[config.mk]
export PLATFORM = sky130hd
export DESIGN_NAME = tlul_host_arb
export DESIGN_NICKNAME = d
export VERILOG_FILES = /design/src/rtl/tlul_host_arb_pkg.sv /design/src/rtl/tlul_pkg.sv /design/src/rtl/tlul_host_arb_fifo.sv /design/src/rtl/tlul_host_arb.sv
export SDC_FILE = /design/constraint.sdc
export NUM_CORES = 1
export LEC_CHECK = 0
export ABC_AREA = 0
export CORE_AREA = 2 2 269 271
export DETAILED_ROUTE_END_ITERATION = 6
export DIE_AREA = 0 0 271 273
export PLACE_DENSITY = 0.39
export RECOVER_POWER = 100
export SKIP_LAST_GASP = 1
export SLEW_MARGIN = 0
export SYNTH_ARGS = -nofsm -noshare
export SYNTH_HDL_FRONTEND = slang
export SYNTH_SLANG_ARGS = --single-unit
[constraint.sdc]
create_clock -name clk_i -period 5.13 [get_ports clk_i]
set_input_delay 0.7695 -clock clk_i [delete_from_list [all_inputs] [get_ports clk_i]]
set_output_delay 0.7695 -clock clk_i [all_outputs]
set_load 0.02 [all_outputs]
[src/rtl/tlul_host_arb_pkg.sv]
// Types shared by the TL-UL host arbiter and its tracking FIFO.
package tlul_host_arb_pkg;

    localparam int MaxHosts = 8;

    typedef logic [$clog2(MaxHosts)-1:0] host_idx_t;

    typedef enum logic {
        Idle,
        Locked
    } arb_state_e;

endpackage

[src/rtl/tlul_pkg.sv]
// TL-UL channel types shared by hosts, devices and interconnect blocks.
package tlul_pkg;

    typedef struct packed {
        logic        a_valid;
        logic [2:0]  a_opcode;
        logic [2:0]  a_param;
        logic [1:0]  a_size;
        logic [7:0]  a_source;
        logic [31:0] a_address;
        logic [3:0]  a_mask;
        logic [31:0] a_data;
        logic        d_ready;
    } tl_h2d_t;

    typedef struct packed {
        logic        d_valid;
        logic [2:0]  d_opcode;
        logic [2:0]  d_param;
        logic [1:0]  d_size;
        logic [7:0]  d_source;
        logic        d_sink;
        logic [31:0] d_data;
        logic        d_error;
        logic        a_ready;
    } tl_d2h_t;

endpackage

[src/rtl/tlul_host_arb_fifo.sv]
// In-order FIFO of winning host indices; the head names the owner of the next response.
module tlul_host_arb_fifo
    import tlul_host_arb_pkg::*;
#(
    parameter int Depth = 4
) (
    input  logic                     clk_i,
    input  logic                     rst_i,
    input  logic                     push,
    input  host_idx_t                wdata,
    input  logic                     pop,
    output host_idx_t                rdata,
    output logic                     full,
    output logic                     empty,
    output logic [$clog2(Depth):0]   depth
);

    localparam int PtrW = $clog2(Depth);
    localparam int CntW = PtrW + 1;
    localparam logic [CntW-1:0] FullCount = Depth[CntW-1:0];

    host_idx_t       mem [Depth];
    logic [PtrW-1:0] wptr;
    logic [PtrW-1:0] rptr;
    logic [CntW-1:0] count;
    logic            do_push;
    logic            do_pop;

    assign do_push = push & ~full;
    assign do_pop  = pop & ~empty;

    // NOTE: storage is deliberately not reset; the occupancy count alone decides which entries are live.
    always_ff @(posedge clk_i) begin
        if (do_push) mem[wptr] <= wdata;
    end

    always_ff @(posedge clk_i or posedge rst_i) begin
        if (rst_i) begin
            wptr  <= '0;
            rptr  <= '0;
            count <= '0;
        end else begin
            if (do_push) wptr <= wptr + PtrW'(1);
            if (do_pop)  rptr <= rptr + PtrW'(1);
            count <= count + CntW'(do_push) - CntW'(do_pop);
        end
    end

    assign rdata = mem[rptr];
    assign full  = (count == FullCount);
    assign empty = (count == '0);
    assign depth = count;

endmodule

[src/rtl/tlul_host_arb.sv]
// Round-robin arbiter sharing one TL-UL device among several hosts; responses are
// steered back through an in-order FIFO of winner indices.
module tlul_host_arb
    import tlul_pkg::*;
    import tlul_host_arb_pkg::*;
#(
    parameter int NumHosts       = 4,
    parameter int MaxOutstanding = 4
) (
    input  logic                              clk_i,
    input  logic                              rst_i,
    input  tl_h2d_t                           tl_h_i [NumHosts],
    output tl_d2h_t                           tl_h_o [NumHosts],
    output tl_h2d_t                           tl_d_o,
    input  tl_d2h_t                           tl_d_i,
    output logic [$clog2(MaxOutstanding):0]   outstanding_o,
    output logic                              err_o
);

    localparam int HostIdxW = $clog2(NumHosts);

    arb_state_e          state;
    logic [HostIdxW-1:0] rr_ptr;
    logic [HostIdxW-1:0] rr_next;
    host_idx_t           locked_idx;
    host_idx_t           grant_idx;
    host_idx_t           head_idx;
    logic                grant_vld;
    logic                head_d_ready;
    logic                fifo_full;
    logic                fifo_empty;
    logic                a_hs;
    logic                d_hs;
    logic [NumHosts-1:0] a_req;

    always_comb begin
        a_req = '0;
        for (int h = 0; h < NumHosts; h++) a_req[h] = tl_h_i[h].a_valid;
    end

    // NOTE: every output of a combinational block gets a default first so no path can infer a latch.
    always_comb begin : rr_search
        int cand;
        cand      = 0;
        grant_vld = 1'b0;
        grant_idx = '0;
        if (state == Locked) begin
            grant_vld = 1'b1;
            grant_idx = locked_idx;
        end else if (!fifo_full) begin
            // Scan from farthest to nearest so the host closest after rr_ptr is assigned last and wins.
            for (int i = NumHosts - 1; i >= 0; i--) begin
                cand = int'(rr_ptr) + i;
                if (cand >= NumHosts) cand = cand - NumHosts;
                if (a_req[cand]) begin
                    grant_vld = 1'b1;
                    grant_idx = host_idx_t'(cand);
                end
            end
        end
    end

    // NOTE: handshake outputs are forced low straight from rst_i so they never depend on inputs during reset.
    always_comb begin
        tl_d_o       = '0;
        head_d_ready = 1'b0;
        for (int h = 0; h < NumHosts; h++) begin
            tl_h_o[h] = '0;
            if (grant_vld && grant_idx == host_idx_t'(h)) tl_d_o = tl_h_i[h];
            if (!fifo_empty && head_idx == host_idx_t'(h)) begin
                tl_h_o[h]    = tl_d_i;
                head_d_ready = tl_h_i[h].d_ready;
            end
            tl_h_o[h].a_ready = grant_vld && (grant_idx == host_idx_t'(h)) && tl_d_i.a_ready && !rst_i;
            if (rst_i) tl_h_o[h].d_valid = 1'b0;
        end
        tl_d_o.d_ready = fifo_empty ? 1'b1 : head_d_ready;
        if (rst_i) begin
            tl_d_o.a_valid = 1'b0;
            tl_d_o.d_ready = 1'b0;
        end
    end

    assign a_hs    = tl_d_o.a_valid & tl_d_i.a_ready;
    assign d_hs    = tl_d_i.d_valid & tl_d_o.d_ready & ~fifo_empty;
    assign rr_next = (grant_idx == host_idx_t'(NumHosts - 1)) ? '0
                   : HostIdxW'(grant_idx + host_idx_t'(1));

    tlul_host_arb_fifo #(
        .Depth (MaxOutstanding)
    ) u_fifo (
        .clk_i (clk_i),
        .rst_i (rst_i),
        .push  (a_hs),
        .wdata (grant_idx),
        .pop   (d_hs),
        .rdata (head_idx),
        .full  (fifo_full),
        .empty (fifo_empty),
        .depth (outstanding_o)
    );

    always_ff @(posedge clk_i or posedge rst_i) begin
        if (rst_i) begin
            state      <= Idle;
            rr_ptr     <= '0;
            locked_idx <= '0;
            err_o      <= 1'b0;
        end else begin
            err_o <= tl_d_i.d_valid & fifo_empty;
            case (state)
                Idle: begin
                    if (a_hs) begin
                        rr_ptr <= rr_next;
                    end else if (grant_vld) begin
                        locked_idx <= grant_idx;
                        state      <= Locked;
                    end
                end
                Locked: begin
                    if (a_hs) begin
                        rr_ptr <= rr_next;
                        state  <= Idle;
                    end
                end
            endcase
        end
    end

endmodule

After elaboration in Yosys (flattened, before gate mapping)
Memories as Yosys holds them, arrays and structs flattened.
Cells that the tools add are included.
W data, S select, Z words.

word-level totals
  register bits = 14
  bits in latches = 0
  bits in writable memories = 12
  bits in read-only memories = 0
  input bits = 398
  output and inout bits = 298
  word-level logic and storage cells = 130
  memories = 1

memory list
  memory      depth  width  read ports  clocked after Yosys merged registers in  wr ports  RTL line                  source
  u_fifo.mem  4      3      1           0                                        1         tlul_host_arb_fifo.sv:22  host_idx_t mem [Depth];

operators by class
  add/subtract/negate cells = 12
  $mul = 0
  divide/modulo/power cells = 0
  magnitude comparators = 8
  equal/unequal tests = 7
  shift-type cells = 0
  muxes and demuxes = 63
  bitwise gates (word level) = 10
  reduce and logical (&&, ||, !) cells = 22

operators by type and width
  operator               count
  $mux W32               12
  $mux W86               4
  $mux W52               4
  $lt A32 B4 Y1 const B  4
  $mux W1                30
  $mux W3                6
  $logic_and A1 B1 Y1    16
  $eq A3 B2 Y1 const B   4
  $sub A3 B3 Y4 const B  3
  $ge A3 B3 Y1 const B   3
  $logic_not A3 Y1       3
  $bmux W1 S2            4
  $add A2 B1 Y2 const B  3
  $add A2 B2 Y3 const B  2
  $and A1 B1 Y1          6
  $eq A3 B1 Y1 const B   2
  $mux W2                2
  $not A1 Y1             4
  $sub A2 B3 Y4 const B  1
  $add A2 B1 Y3 const B  1
  $add A3 B1 Y3          1
  $eq A3 B3 Y1 const B   1
  $ge A2 B3 Y1 const B   1
  $reduce_and A3 Y1      1
  3 further kinds        4

Depth between registers and ports, before layout
  depth after elaboration = 25
  gate-level depth with buffers = 18

Cells and area by module
Synthesis repeated with hierarchy kept, for this count alone.

second synthesis, totals
  cells, all modules = 889
  area, all modules = 5933.2 um2

by module, submodules not included
  module              instances  cells an instance  area an instance (um2)  seq. area each (um2)
  tlul_host_arb       1          830                5017.3                  175.2
  tlul_host_arb_fifo  1          59                 915.9                   535.5

Worst setup path before layout
Ideal clock, no wire load.

  path type = input-to-output
  start = input tl_h_i[257] (netlist bit)
  end = output tl_d_o[10] (netlist bit)
  data arrival time = 3.809 ns
  data required time = 4.360 ns
  setup slack = 0.552 ns
  stages on the path = 17
  buffers on the path = 4
  path through = clkbuf_1 -> mux4_2 -> inv_1 -> a21oi_1 -> o32a_1 -> o31a_1 -> inv_1 -> ha_1 -> clkbuf_1 -> clkbuf_1 -> buf_1 -> nand2_1 -> a21oi_1 -> a21oi_1 -> nor2_1 -> a21oi_1 -> nor2_1

RTL lines
  item                RTL line             source
  start: declaration  tlul_host_arb.sv:12  input tl_h2d_t tl_h_i [NumHosts],
  end: declaration    tlul_host_arb.sv:14  output tl_h2d_t tl_d_o,

==> run metrics <==
DRT Wirelength ~47000 microns; hold path depth 2; Tot GR Track Use roughly an eighth; number of top-level pins between 600 and 700; dpl cell area roughly 15000 sq um; Total Power approximately 9000 uW; synthesized flop and latch total 26; I/O Buffers approximately 700; Detailed Place HPWL between 30000 and 40000 microns; Worst R2R Start rr_ptr[0]$_DFFE_PP0P_; maximum vdd drop 0.326 mV; Area growth syn-to-layout 144%; DR vias 9916; status completed; clock sink count 26; post-synth top area cell and2_1; Final setup viols 0; 1st-iter DRT viols around 280; Reg area 711 sq um; Worst EP arrival approximately 4300 ps; crit end category output pin; Seq pwr share 4.1%; row count 98; sequence of cells on the critical path clkdlybuf4s50_1, buf_4, mux4_2, nor2b_1, o32a_1, o31a_1, inv_1, ha_4, buf_6, buf_4, nand2_1, a21oi_1, a21oi_1, nor2_1, a21oi_1, nor2_1, clkdlybuf4s50_1; Yosys top cell area share between 20% and 30%; TritonCTS buffer count 3; Async SR Flop Fraction a little over half; Pint around 4300 uW; post-synthesis cell type count 47; RSZ-0062 raised after global routing yes; Worst Path Required 4360 ps; die width 271 microns; max-slew violations 0; CP max-delay cell clkdlybuf4s50_1; first-pass GRT wire length about 66000 microns; register area share after synthesis roughly 11%; Worst Hold Class flop to flop; combinational power share a little over nine tenths; Max Fclk approximately 200 MHz; DR WL/cell roughly 17 microns; Psw 4750 uW; EDFF count, synth 12; hold_sp locked_idx[0]$_DFFE_PP0P_; CTS tree done; CP most frequent cell a21oi_1; Worst-Skew Late Latency 260 ps; Fin. Hold Viols 0; syn nets around 1500; fin area 15300 sq um; Tcrit/Tclk final between 90% and 100%; Slew @ Worst Pin a little over 1000 ps; vias in the first global route just over 10000; DR DRC count 0; initial antenna violation count 5; layout cells sized above 1 between 7 and 8%; R2R Setup Slk about 810 ps; Fillers about 8000; Clock Power Share 2.0%; Ys Warns 0; ys flop type dfrtp_1; Root Driver clkbuf_16; largest cells by area after synthesis and2_1 20%, a21oi_1 20%, nor2_1 11%; First-pass DRT Iterations 5; GP Congestion roughly 0.8; post-synth design cell area about 6300 sq um; H-tree Lvls 1; kind of critical path input port to output pin; Syn Inst Count roughly 1000; die footprint 74000 sq um; area of the multi-input gates 5180 sq um; fin nets between 2000 and 2500; Clock Tree Buf Depth 2; Final min period 5020 ps; Die H roughly 270 microns; Pwr Density 587 nW/um^2; Switching Share between 50% and 60%; Slew HR 31.7%; Pleak roughly 0.0066 uW; clk slew on worst S/H paths about 60 ps; Core Area roughly 71000 sq um; Hold Slack 500 ps; R2R depth 18; critical path launch point type input port; Via-to-Cell Ratio about 3.7; max_cap viols 0; crit path max fanout 28; clock skew 4.80 ps; Critical Path Max Stage Delay approximately 600 ps; GRT overflow 0; Routed Antenna Nets 0; worst reg2reg endpoint u_fifo.depth[1]$_DFF_PP0_; Initial Utilization under 10%; mean post-synth cell area about 6 sq um; largest net degree at the start of global routing between 50 and 60; worst min-delay path endpoint locked_idx[0]$_DFFE_PP0P_
## stage by stage
stage / worst slack, ps / std cells / utilization, % / setup TNS, ps
after floorplan: 552 / 1043 / - / 0
after global placement: -97.0 / 2682 / 21.1 / -473
after detailed placement: -115 / 2682 / 21.1 / -351
after CTS: 6.00 / 2687 / 21.2 / 0
after global routing: -133 / 2696 / 21.6 / -326
final: 111 / 2696 / 21.6 / 0
## synthesized netlist by cell type, types with 2 or more instances
master,count
nand2b_1,6
nand2_1,94
buf_2,3
a211oi_1,2
nor3_1,5
buf_1,15
mux2i_1,2
dfrtp_1,14
edfxtp_1,12
buf_4,6
nand3b_1,84
nor2b_1,5
and3_1,5
xnor2_1,2
clkbuf_1,75
nor3_2,2
ha_1,15
nor2_1,181
nor4_1,3
xor2_1,3
a21oi_1,254
inv_1,16
o21ai_4,2
o21ai_0,2
mux2_2,4
and2_1,205
mux4_2,6
## layout make-up
cell class,instances,area share (%)
clock inverter,1,0.0245
inverter,16,0.391
antenna,1,0.0163
sequential,26,4.63
multi-input combinational,901,33.8
tap,950,7.75
timing repair buffer,798,52.9
clock buffer,3,0.489
## routing by layer
layer  up-vias  part of all wire [%]  GRT usage, %
met5         -                 0.058             0
li1       4886                     -             -
met4         4                   1.5          2.11
met2       472                    54          23.8
met1      4518                    38          12.3
met3        36                   6.5          2.40
## worst max-delay path: cells and delay by family
family	cells	cell delay, ps
buffers and inverters	6	1720
AOI/OAI and AO/OA	5	700
and+or+nand+nor	4	360
muxes	1	480
adders and majority gates	1	210
## placed cells by master, fill, tap and decap left out, drive strengths merged, types with 2 or more instances in the layout
cell | Yosys | layout
a2111oi | 2 | 2
a211oi | 2 | 2
a21oi | 254 | 254
a31o | 2 | 2
and2 | 205 | 205
and3 | 5 | 5
buf | 25 | 105
clkbuf | 75 | 7
clkdlybuf4s50 | 0 | 610
dfrtp | 14 | 14
dlygate4sd2 | 0 | 7
dlygate4sd3 | 0 | 6
dlymetal6s2s | 0 | 66
edfxtp | 12 | 12
ha | 15 | 15
inv | 16 | 16
mux2 | 5 | 5
mux2i | 2 | 2
mux4 | 7 | 7
nand2 | 94 | 94
nand2b | 6 | 6
nand3b | 84 | 84
nor2 | 181 | 181
nor2b | 5 | 5
nor3 | 8 | 8
nor4 | 3 | 3
o21ai | 4 | 4
xnor2 | 2 | 2
xor2 | 3 | 3
## worst max path at each step
stage,start,endpoint,slack [ps]
after global routing,tl_h_i[171],tl_d_o[19],-130
after floorplan,tl_h_i[257],tl_d_o[10],550
final,tl_h_i[257],tl_d_o[19],110
after CTS,tl_h_i[257],tl_d_o[19],6
after global placement,tl_h_i[171],tl_d_o[60],-100
after detailed placement,tl_h_i[257],tl_d_o[82],-120
## power groups by stage
stage | logic, uW | clock network (uW) | registers [uW]
2_1_floorplan | 4580 | 0 | 366
3_3_place_gp | 8670 | 0 | 370
3_5_place_dp | 8610 | 0 | 373
4_1_cts | 8630 | 186 | 370
5_1_grt | 9250 | 193 | 378
6_report | 8460 | 177 | 367
## flip-flops by register name (all words and copies together), names as in the netlist
name	count
u_fifo.depth	3
locked_idx	3
u_fifo.wptr	2
rr_ptr	2
u_fifo.mem	12
err_o	1
u_fifo.rptr	2
state	1
## cells by family after synthesis
group	after synthesis	synth area share, %
and+or+nand+nor	595	50.4
AOI/OAI and AO/OA	271	23.0
buffers and inverters	116	7.47
DFF	26	11.3
adders and majority gates	16	3.31
muxes	14	3.85
xor gates and xnor gates	5	0.697
## what timing repair did
action,4_1_cts,5_1_grt
resized for setup,8,69
cloned,0,2
buffers inserted,1,6
endpoints found under the setup margin,18,72
hold buffers,0,0
pin swaps,1,0
Note: power is estimated with default switching activity, not from simulation.
